`config.mk`:
```
export PLATFORM = sky130hd
export DESIGN_NAME = mem_bus_arbiter
export DESIGN_NICKNAME = d
export VERILOG_FILES = /design/src/rtl/mem_bus_arbiter_pkg.sv /design/src/rtl/mem_bus_arbiter_pick2.sv /design/src/rtl/mem_bus_arbiter.sv
export SDC_FILE = /design/constraint.sdc
export NUM_CORES = 1
export LEC_CHECK = 0
export ABC_AREA = 1
export ABC_CLOCK_PERIOD_IN_PS = 1500
export BUFFER_PORTS_ARGS = -buffer_cell sky130_fd_sc_hd__clkbuf_2
export CAP_MARGIN = 20
export CORE_AREA = 2 2 109 111
export DETAILED_ROUTE_END_ITERATION = 8
export DIE_AREA = 0 0 111 113
export GPL_TIMING_DRIVEN = 1
export PLACE_DENSITY = 0.51
export SYNTH_ARGS = -nofsm -noshare
export SYNTH_HDL_FRONTEND = slang
export SYNTH_SLANG_ARGS = --single-unit
```
`constraint.sdc`:
```
create_clock -name clk -period 1.5 [get_ports clk]
set_clock_uncertainty 0.15 [all_clocks]
set_input_delay 0.45 -clock clk [delete_from_list [all_inputs] [get_ports clk]]
set_output_delay 0.45 -clock clk [all_outputs]
set_load 0.1 [all_outputs]
```
`src/rtl/mem_bus_arbiter_pkg.sv`:
```
// Shared types and constants for the ibus/dbus memory arbiter.
// Build option: ARB_ROUND_ROBIN_EN selects round-robin arbitration
// instead of the default fixed dbus priority.
package mem_bus_arbiter_pkg;

  // Default widths, inherited from the core's InstAddrBus / MemBus.
  localparam int unsigned INST_ADDR_BUS_W = 32;
  localparam int unsigned MEM_BUS_W       = 32;
  localparam int unsigned SEL_W           = 4;

  // Bit positions of each master in the picker request/grant vectors.
  localparam int unsigned REQ_IBUS = 0;
  localparam int unsigned REQ_DBUS = 1;

  typedef enum logic [1:0] {
    ARB_IDLE   = 2'd0,
    ARB_WAIT_I = 2'd1,
    ARB_WAIT_D = 2'd2
  } arb_state_e;

  typedef enum logic {
    OWNER_IBUS = 1'b0,
    OWNER_DBUS = 1'b1
  } owner_e;

endpackage

```
`src/rtl/mem_bus_arbiter_pick2.sv`:
```
// arb_pick2: combinational two-way picker producing a one-hot winner.
// Build option: ARB_ROUND_ROBIN_EN. When it is defined, a collision goes to the
// master that did not own the previous grant. Otherwise dbus always wins.
module arb_pick2
  import mem_bus_arbiter_pkg::*;
(
  input  logic [1:0] req_i,
`ifdef ARB_ROUND_ROBIN_EN
  input  owner_e     last_owner_i,
`endif
  output logic [1:0] gnt_o
);

  // Pick at most one requester according to the configured policy.
  always_comb begin
    gnt_o = '0;
`ifdef ARB_ROUND_ROBIN_EN
    if (req_i[REQ_IBUS] && req_i[REQ_DBUS]) begin
      if (last_owner_i == OWNER_DBUS) begin
        gnt_o[REQ_IBUS] = 1'b1;
      end else begin
        gnt_o[REQ_DBUS] = 1'b1;
      end
    end else begin
      gnt_o = req_i;
    end
`else
    if (req_i[REQ_DBUS]) begin
      gnt_o[REQ_DBUS] = 1'b1;
    end else begin
      gnt_o[REQ_IBUS] = req_i[REQ_IBUS];
    end
`endif
  end

endmodule

```
`src/rtl/mem_bus_arbiter.sv`:
```
// mem_bus_arbiter: shares one memory port between the instruction bus and
// the data bus, with at most one transaction outstanding. Responses are
// routed only to the master that owns the transaction.
// Build option: ARB_ROUND_ROBIN_EN (round-robin). The default is fixed dbus priority.
module mem_bus_arbiter
  import mem_bus_arbiter_pkg::*;
#(
  parameter int unsigned ADDR_W = INST_ADDR_BUS_W,
  parameter int unsigned DATA_W = MEM_BUS_W
) (
  input  logic              clk,
  input  logic              rst_n,
  input  logic              ibus_req_i,
  input  logic [ADDR_W-1:0] ibus_addr_i,
  output logic              ibus_gnt_o,
  output logic              ibus_rvalid_o,
  output logic [DATA_W-1:0] ibus_rdata_o,
  input  logic              dbus_req_i,
  input  logic              dbus_we_i,
  input  logic [ADDR_W-1:0] dbus_addr_i,
  input  logic [DATA_W-1:0] dbus_wdata_i,
  input  logic [SEL_W-1:0]  dbus_sel_i,
  output logic              dbus_gnt_o,
  output logic              dbus_rvalid_o,
  output logic [DATA_W-1:0] dbus_rdata_o,
  output logic              mem_req_o,
  output logic              mem_we_o,
  output logic [ADDR_W-1:0] mem_addr_o,
  output logic [DATA_W-1:0] mem_wdata_o,
  output logic [SEL_W-1:0]  mem_sel_o,
  input  logic              mem_gnt_i,
  input  logic              mem_rvalid_i,
  input  logic [DATA_W-1:0] mem_rdata_i,
  output logic              err_o
);

  arb_state_e state_q, state_d;
  logic       err_q, err_d;
  logic [1:0] pick_gnt;
  logic       grant_fire;

`ifdef ARB_ROUND_ROBIN_EN
  owner_e last_owner_q, last_owner_d;
`endif

  arb_pick2 u_pick (
    .req_i        ({dbus_req_i, ibus_req_i}),
`ifdef ARB_ROUND_ROBIN_EN
    .last_owner_i (last_owner_q),
`endif
    .gnt_o        (pick_gnt)
  );

  // A grant happens only from IDLE, when memory accepts the winner's request.
  assign grant_fire = (state_q == ARB_IDLE) && (|pick_gnt) && mem_gnt_i;

  // Next state, request routing and response routing.
  // The whole decode is gated by rst_n. Otherwise requests held during
  // reset would leak through the IDLE combinational paths.
  always_comb begin
    state_d       = state_q;
    err_d         = err_q;
    ibus_gnt_o    = 1'b0;
    ibus_rvalid_o = 1'b0;
    ibus_rdata_o  = '0;
    dbus_gnt_o    = 1'b0;
    dbus_rvalid_o = 1'b0;
    dbus_rdata_o  = '0;
    mem_req_o     = 1'b0;
    mem_we_o      = 1'b0;
    mem_addr_o    = '0;
    mem_wdata_o   = '0;
    mem_sel_o     = '0;
    if (rst_n) begin
      unique case (state_q)
        ARB_IDLE: begin
          if (mem_rvalid_i) begin
            err_d = 1'b1;
          end
          if (pick_gnt[REQ_DBUS]) begin
            mem_req_o   = 1'b1;
            mem_we_o    = dbus_we_i;
            mem_addr_o  = dbus_addr_i;
            mem_wdata_o = dbus_wdata_i;
            mem_sel_o   = dbus_sel_i;
            dbus_gnt_o  = mem_gnt_i;
            if (mem_gnt_i) begin
              state_d = ARB_WAIT_D;
            end
          end else if (pick_gnt[REQ_IBUS]) begin
            mem_req_o  = 1'b1;
            mem_addr_o = ibus_addr_i;
            mem_sel_o  = '1;
            ibus_gnt_o = mem_gnt_i;
            if (mem_gnt_i) begin
              state_d = ARB_WAIT_I;
            end
          end
        end
        ARB_WAIT_I: begin
          if (mem_rvalid_i) begin
            ibus_rvalid_o = 1'b1;
            ibus_rdata_o  = mem_rdata_i;
            state_d       = ARB_IDLE;
          end
        end
        ARB_WAIT_D: begin
          if (mem_rvalid_i) begin
            dbus_rvalid_o = 1'b1;
            dbus_rdata_o  = mem_rdata_i;
            state_d       = ARB_IDLE;
          end
        end
        default: begin
          state_d = ARB_IDLE;
        end
      endcase
    end
  end

  assign err_o = err_q;

  // State and sticky error registers.
  always_ff @(posedge clk or negedge rst_n) begin
    if (!rst_n) begin
      state_q <= ARB_IDLE;
      err_q   <= 1'b0;
    end else begin
      state_q <= state_d;
      err_q   <= err_d;
    end
  end

`ifdef ARB_ROUND_ROBIN_EN
  // Remember which master owned the most recent grant.
  always_comb begin
    last_owner_d = last_owner_q;
    if (grant_fire) begin
      last_owner_d = pick_gnt[REQ_DBUS] ? OWNER_DBUS : OWNER_IBUS;
    end
  end

  // Last-owner register for the round-robin policy.
  always_ff @(posedge clk or negedge rst_n) begin
    if (!rst_n) begin
      last_owner_q <= OWNER_IBUS;
    end else begin
      last_owner_q <= last_owner_d;
    end
  end
`else
  logic unused_grant_fire;
  assign unused_grant_fire = grant_fire;
`endif

endmodule

```
Yosys cells after proc, flatten, opt, wreduce, memory -nomap -nowiden --
Index checks and enable logic that the tools add are counted.
Word-level totals: input port bits 139, register bits 3, output and inout bits 139, word-level logic and storage cells 55
Cells by class: equal/unequal tests 6, muxes and demuxes 43, reductions and logical operators 4
Operator list (number):
- $mux 32 | 12
- $mux 1 | 21
- $mux 4 | 4
- $mux 2 | 5
- $ne 3x3->1 const B | 3
- $reduce_and 5->1 | 1
- $pmux 2 s2 | 1
- $reduce_and 3->1 | 1
- $eq 2x1->1 const B | 1
- $eq 2x2->1 const B | 1
- $logic_not 2->1 | 1
- $ne 2x1->1 const B | 1
- $reduce_or 2->1 | 1

Longest topological paths before layout --
Gate-level depths: netlist of run 1.
depth after elaboration 5, gate-level depth with buffers 7, gate-level depth less buffers 7

By module --
From an unflattened synthesis of run 1, not the netlist that was laid out.
Second synthesis, totals: cell total of the unflattened synthesis 303, area, all modules 1752.9 um^2
By module, submodules not included:
- mem_bus_arbiter | sequential area each 75.1 um^2, instances 1, cells an instance 300, area each 1735.4 um^2
- arb_pick2 | sequential area each 0.0 um^2, instances 1, cells an instance 3, area each 17.5 um^2

Worst setup path before layout of run 1 --
Ideal clock, no wire load.
kind reg-to-output, from register state_q[0], to output port ibus_gnt_o, path slack -2737 ps, buffers on the path 0, cell stages (with the launch flop) 5, data required time 900 ps, arrival time 3637 ps, cell sequence dfrtp_1 > inv_1 > ha_1 > nand2_4 > nor4_1
Between the ends: cells in the longest elaborated chain, start to end 3
RTL lines:
- start, declared | line mem_bus_arbiter.sv:37 | arb_state_e state_q, state_d;
- start signal, assigned | line mem_bus_arbiter.sv:129 | state_q <= state_d;
- $logic_not 2->1 | line mem_bus_arbiter.sv:75 | unique case (state_q)
- $mux 1 | line mem_bus_arbiter.sv:75
- $mux 1 | line mem_bus_arbiter.sv:74 | if (rst_n) begin
- end, declared | line mem_bus_arbiter.sv:15 | output logic ibus_gnt_o,
Every way passes these cells.

Worst setup path after layout of run 1 --
from register state_q[1], to output port ibus_rdata_o[27]
Between the ends: cells in the longest elaborated chain, start to end 3
RTL lines:
- $eq 2x1->1 | line mem_bus_arbiter.sv:75
- $mux 32 | line mem_bus_arbiter.sv:75
- $mux 32 | line mem_bus_arbiter.sv:74
- end, declared | line mem_bus_arbiter.sv:17 | output logic [DATA_W-1:0] ibus_rdata_o,
Every way passes these cells.

==> results of run 1 <==
## timing repair
item                       CTS  global route
cloned                       2             6
hold endpoints to repair     1             0
resized for setup           29            11
hold buffers                 1             0
pin swaps                   10             6
setup buffers                8             1
setup endpoints to repair  141           140
## worst reg2reg max path, delay by kind of cell, from the launching register on
family                   cells  cell delay, ns
buffers and inverters        3            0.37
adder cells (fa/ha/maj)      1            0.21
AND/OR/NAND/NOR              4            0.27
flip-flops                   1            0.37
## metal layers
metal,track usage,vias to the layer above,share of wire
li1,-,1643,-
met1,0.161,1566,0.32
met2,0.355,182,0.57
met3,0.0450,20,0.084
met4,0.0525,0,0.029
met5,0,-,0
## layout by cell type, fill, tap and decap left out, drive strengths merged
cell type	instances
nand2	76
buf	184
clkbuf	147
a31o	1
bufbuf	1
nor2	110
inv	42
dlygate4sd3	1
a21oi	33
nor3	1
ha	4
dfrtp	3
nand3	39
nor4	1
clkinvlp	2
## flip-flops by register name, indices dropped and copies added, names as in the netlist
| register | cells |
|---|---|
| state_q | 2 |
| err_o | 1 |
## cells by family after synthesis
logic type	after synthesis	share of synthesized area
buffers and inverters	73	0.250
adders and majority gates	4	0.0293
and+or+nand+nor	227	0.575
AOI/OAI and AO/OA	34	0.102
DFF	3	0.0439
## path summary, 6_finish.rpt
path | endpoint | slack (ns) | cells after the start
worst max-delay path | ibus_rdata_o[27] | -0.68 | 6
worst min-delay path | state_q[0] | 0.28 | 3
worst max register to register | state_q[1] | 0.01 | 8
worst min register to register | state_q[0] | 0.37 | 2
max in group asynchronous | err_o | 0.50 | 2
min in group clk | state_q[0] | 0.37 | 2
## per-stage QoR
| stage | setup TNS, ns | total power [mW] | std cells |
|---|---|---|---|
| floorplan | -90.37 | 4.98 | 341 |
| global placement | -66.42 | 7.42 | 766 |
| detailed placement | -69.12 | 7.50 | 766 |
| CTS | -87.74 | 8.27 | 781 |
| global route | -97.76 | 8.70 | 788 |
| finish | -88.15 | 8.42 | 788 |
## power breakdown
group | internal [mW] | total (mW) | switching, mW | leakage, nW
Clock | 0.350 | 0.417 | 0.0664 | 0.0382
Sequential | 0.107 | 0.130 | 0.0226 | 0.0346
Combinational | 2.92 | 7.88 | 4.95 | 2.93
## area by class of cell
cell class	count	area, um^2
repair buffers	329	4240
fillers	867	4080
multi-input cells	265	2440
well taps	143	179
inverters	44	175
clock buffers	4	78.8
flip-flops and latches	3	75.1
==> metrics.md, run 1 <==
| Metric | Value |
|---|---|
| Skew-Pair Late Insertion Delay | `about 0.22 ns` |
| Worst Max-Slew Pin Slew | `0.262 ns` |
| Cts bufs inserted | `3` |
| Final ANT Viol Nets | `0` |
| TritonCTS clock tree | `built` |
| Asr flop ratio synth | `1.00` |
| Warnings from Yosys | `0` |
| DRC | `0` |
| Synth area leader | `nor2_1` |
| PwrDens | `between 1000 and 1500 nW/um^2` |
| Final slew viol count | `0` |
| CP Cell Sequence | `inv_2 > ha_4 > nand3_4 > clkbuf_16 > nor2_4 > buf_12` |
| Die height | `approximately 110 um` |
| WL final | `between 10000 and 15000 um` |
| Largest net degree at the start of global routing | `26` |
| Worst slack, placed | `-0.571 ns` |
| Max rail drop VDD | `about 0.74 mV` |
| CP peak stage delay | `0.39 ns` |
| Initial antenna violation count | `0` |
| Min Hold Slack | `0.284 ns` |
| Area Overhead vs Synth | `321%` |
| Synth Net Count | `slightly below 500` |
| WP buf/inv | `3` |
| DP Wirelength | `slightly below 10000 um` |
| Clock Tree Buf Depth | `2` |
| GRT Util Overall | `0.171` |
| Rows | `39` |
| Period minus WS final | `2.18 ns` |
| Syn Area/Cell | `between 5 and 6 um^2` |
| Via count | `about 3400` |
| Share of cells above drive strength 1 | `0.764` |
| Initial Utilization | `0.152` |
| Min-delay worst type | `in -> async` |
| Crit. Startpoint | `state_q[1]` |
| Relative slew slack | `0.824` |
| Final Util | `0.638` |
| Htree depth | `1` |
| Synth Cell Area | `about 1700 um^2` |
| Most common cell in the netlist | `nor2_1` |
| Wirelength per Cell | `roughly 15 um` |
| Clock-pin slew on the worst setup and hold paths | `~0.03 ns` |
| Crit-path slowest cell | `dfrtp_1` |
| Syn Inst Count | `~340` |
| Routability-driven placement congestion ratio | `0.838` |
| Diodes inserted | `0` |
| Unrepaired setup endpoints after global routing | `yes` |
| DR pass1 iterations | `4` |
| Status | `finished with violations` |
| Final setup viols | `between 100 and 150` |
| Vias in the first global route | `roughly 3600` |
| Vias per Instance | `approximately 4.3` |
| Crit path max-delay family | `buffers and inverters` |
| Die area | `12500 um^2` |
| Worst R2R Start | `state_q[0]` |
| Synth cell types | `23` |
| Crit path capture type | `primary output` |
| Synthesized flop and latch total | `3` |
| Worst Path Required | `0.90 ns` |
| Final hold vios | `0` |
| Worst-path maximum fanout | `7` |
| Ports | `between 200 and 300` |
| Number of port buffers | `277` |
| Fmax | `about 460 MHz` |
| Synth area leaders | `nor2_1 23%, nand2_1 16%, a21oi_1 9.7%, nand3_1 9.4%, inv_1 9.2%` |
| CP Launch Type | `register` |
| Post-layout nets | `789` |
| Static Leak | `around 3 nW` |
| CTS root buf | `clkbuf_16` |
| Core footprint | `about 11000 um^2` |
| Post-route setup slack | `-0.682 ns` |
| Post-synthesis sequential area ratio | `0.0439` |
| Failing checks | `setup timing` |
| Placement Cell Area | `approximately 6700 um^2` |
| Final period util | `1.45` |
| First-pass GRT wire length | `around 18000 um` |
| Initial drt markers | `between 90 and 100` |
| Arrival time worst endpoint | `between 1.5 and 2 ns` |
| # Max-Cap Violations | `0` |
| Synth top cells by count | `107 x nor2_1, 74 x nand2_1, 42 x inv_1, 33 x a21oi_1, 32 x nand3_1` |
| Clock Sinks | `3` |
| EDFF count, synth | `0` |
| Final instance area | `about 7200 um^2` |
| CP Class | `reg -> out` |
| Die X | `between 100 and 150 um` |
| Yosys top cell area share | `0.235` |
| GR Overflow Total | `0` |
| Dominant synthesized flop cell | `dfrtp_1` |
No activity file was read; power rests on OpenSTA's default activity.
==> run 2: changes to the inputs <==
- RECOVER_POWER: not set -> 25
- SETUP_SLACK_MARGIN: not set -> 0.1
==> metrics.md, run 2 (same netlist as run 1, synthesis figures left out) <==
| Metric | Value |
|---|---|
| Fmax | `approximately 450 MHz` |
| Crit path max-delay family | `buffers and inverters` |
| Wirelength per Cell | `~14 um` |
| First-pass GRT wire length | `~18000 um` |
| Arrival time worst endpoint | `1.63 ns` |
| DRC | `0` |
| Most flop-heavy register | `state_q` |
| CP Launch Type | `register` |
| Placement Cell Area | `approximately 6700 um^2` |
| P_int | `3.65 mW` |
| Max reg flops | `2` |
| Die X | `approximately 110 um` |
| Post-layout nets | `794` |
| Final instance area | `7190 um^2` |
| Die height | `roughly 110 um` |
| Worst Max-Slew Pin Slew | `between 0.3 and 0.4 ns` |
| Final slew viol count | `0` |
| Via count | `3422` |
| Worst-path maximum fanout | `6` |
| Worst Path Required | `approximately 0.9 ns` |
| Number of port buffers | `around 280` |
| Crit path capture type | `primary output` |
| Largest net degree at the start of global routing | `34` |
| Commonest non-fill, non-tap cell in the layout | `buf_12` |
| Ports | `approximately 280` |
| Initial drt markers | `about 110` |
| Share of cells above drive strength 1 | `0.774` |
| CP peak stage delay | `around 0.39 ns` |
| Sw Ratio | `0.584` |
| Min-delay worst type | `in -> async` |
| TritonCTS clock tree | `built` |
| Crit-path slowest cell | `dfrtp_1` |
| Final hold vios | `0` |
| DR pass1 iterations | `4` |
| Unrepaired setup endpoints after global routing | `yes` |
| Routability-driven placement congestion ratio | `~0.85` |
| Initial Utilization | `0.152` |
| Clock Power Share | `0.047` |
| Core footprint | `around 11000 um^2` |
| Critical Path Most Common Cell | `buf_12` |
| Clock Tree Buf Depth | `2` |
| Sequential power share | `0.014` |
| Post-route setup slack | `-0.730 ns` |
| GRT Util Overall | `0.174` |
| Stages on worst setup path | `8` |
| Final period util | `1.49` |
| Setup TNS | `-93.73 ns` |
| Clock-pin slew on the worst setup and hold paths | `approximately 0.030 ns` |
| Vias per Instance | `about 4.3` |
| Rows | `39` |
| WL final | `11500 um` |
| # Max-Cap Violations | `0` |
| Vias in the first global route | `between 3000 and 4000` |
| CP Cell Sequence | `inv_2 > buf_12 > ha_4 > nand2_8 > buf_8 > buf_12 > nor2_4 > buf_12` |
| CTS root buf | `clkbuf_16` |
| Final setup viols | `approximately 140` |
| WP buf/inv | `5` |
| Diodes inserted | `0` |
| Reg2Reg Depth | `7` |
| Final ANT Viol Nets | `0` |
| Psw | `~5 mW` |
| Max rail drop VDD | `between 0.8 and 0.9 mV` |
| Status | `finished with violations` |
| Failing checks | `setup timing` |
| Htree depth | `1` |
| Initial antenna violation count | `0` |
| DP Wirelength | `a little under 10000 um` |
| Period minus WS final | `2.23 ns` |
| Relative slew slack | `0.789` |
| Cts bufs inserted | `3` |
| GR Overflow Total | `0` |
| Static Leak | `about 3 nW` |
| Min Hold Slack | `between 0.2 and 0.25 ns` |
| Comb pwr share | `0.938` |
| CP Class | `reg -> out` |
| Commonest cells after routing, fill and taps aside | `154 x buf_12, 138 x clkbuf_2, 96 x nor2_4` |
| Die area | `roughly 13000 um^2` |
| Clock Sinks | `3` |
| Skew-Pair Late Insertion Delay | `approximately 0.22 ns` |
| Area Overhead vs Synth | `321%` |
| PwrDens | `between 1000 and 1500 nW/um^2` |
run 2: cell type report:
type	count	area [um^2]
Tap cell	143	179
Inverter	44	175
Timing Repair Buffer	334	4250
Clock buffer	4	78.8
Multi-Input combinational cell	265	2440
Fill cell	891	4080
Sequential cell	3	76.3
run 2: worst reg2reg max path, stage by stage (launching register included):
cell and delay [ns]:
dfrtp_1 0.37, inv_2 0.08, buf_4 0.14, ha_4 0.18, buf_4 0.13, buf_4 0.12, buf_4 0.12, a31o_2 0.18
run 2: final timing paths:
check | slack [ns] | end | start
max | -0.73 | mem_wdata_o[17] | state_q[0]
min | 0.22 | err_o | rst_n
max reg2reg | -0.08 | err_o | state_q[0]
min reg2reg | 0.45 | err_o | err_o
max in group asynchronous | 0.86 | state_q[0] | rst_n
min in group clk | 0.45 | err_o | err_o
run 2: power by group through the flow:
stage | clock network, mW | registers, mW | logic [mW]
after floorplan | 0 | 0.135 | 4.85
after global placement | 0 | 0.138 | 7.41
after detailed placement | 0 | 0.138 | 7.47
after CTS | 0.424 | 0.122 | 8.12
after global routing | 0.434 | 0.128 | 8.49
final | 0.416 | 0.126 | 8.21
run 2: timing repair:
action                     CTS  global route
setup endpoints to repair  141           142
gates resized for setup     31             8
hold buffers                 0             0
buffers inserted            12             5
gates cloned                 3             2
pin swaps                   15            10
run 2: metal layers:
metal / GRT usage / up-vias / share of wire
li1: - / 1652 / -
met3: 0.0493 / 24 / 0.091
met5: 0 / - / 0
met2: 0.365 / 185 / 0.58
met1: 0.162 / 1561 / 0.30
met4: 0.0475 / 0 / 0.027
run 2: per-stage QoR:
| step | setup slack, ns | power (mW) | std cells | util |
|---|---|---|---|---|
| after detailed placement | -0.590 | 7.61 | 770 | 0.593 |
| after global routing | -0.779 | 9.05 | 793 | 0.638 |
| after CTS | -0.708 | 8.66 | 788 | 0.629 |
| after global placement | -0.553 | 7.55 | 770 | 0.593 |
| final | -0.730 | 8.76 | 793 | 0.638 |
| after floorplan | -0.893 | 4.98 | 341 | - |
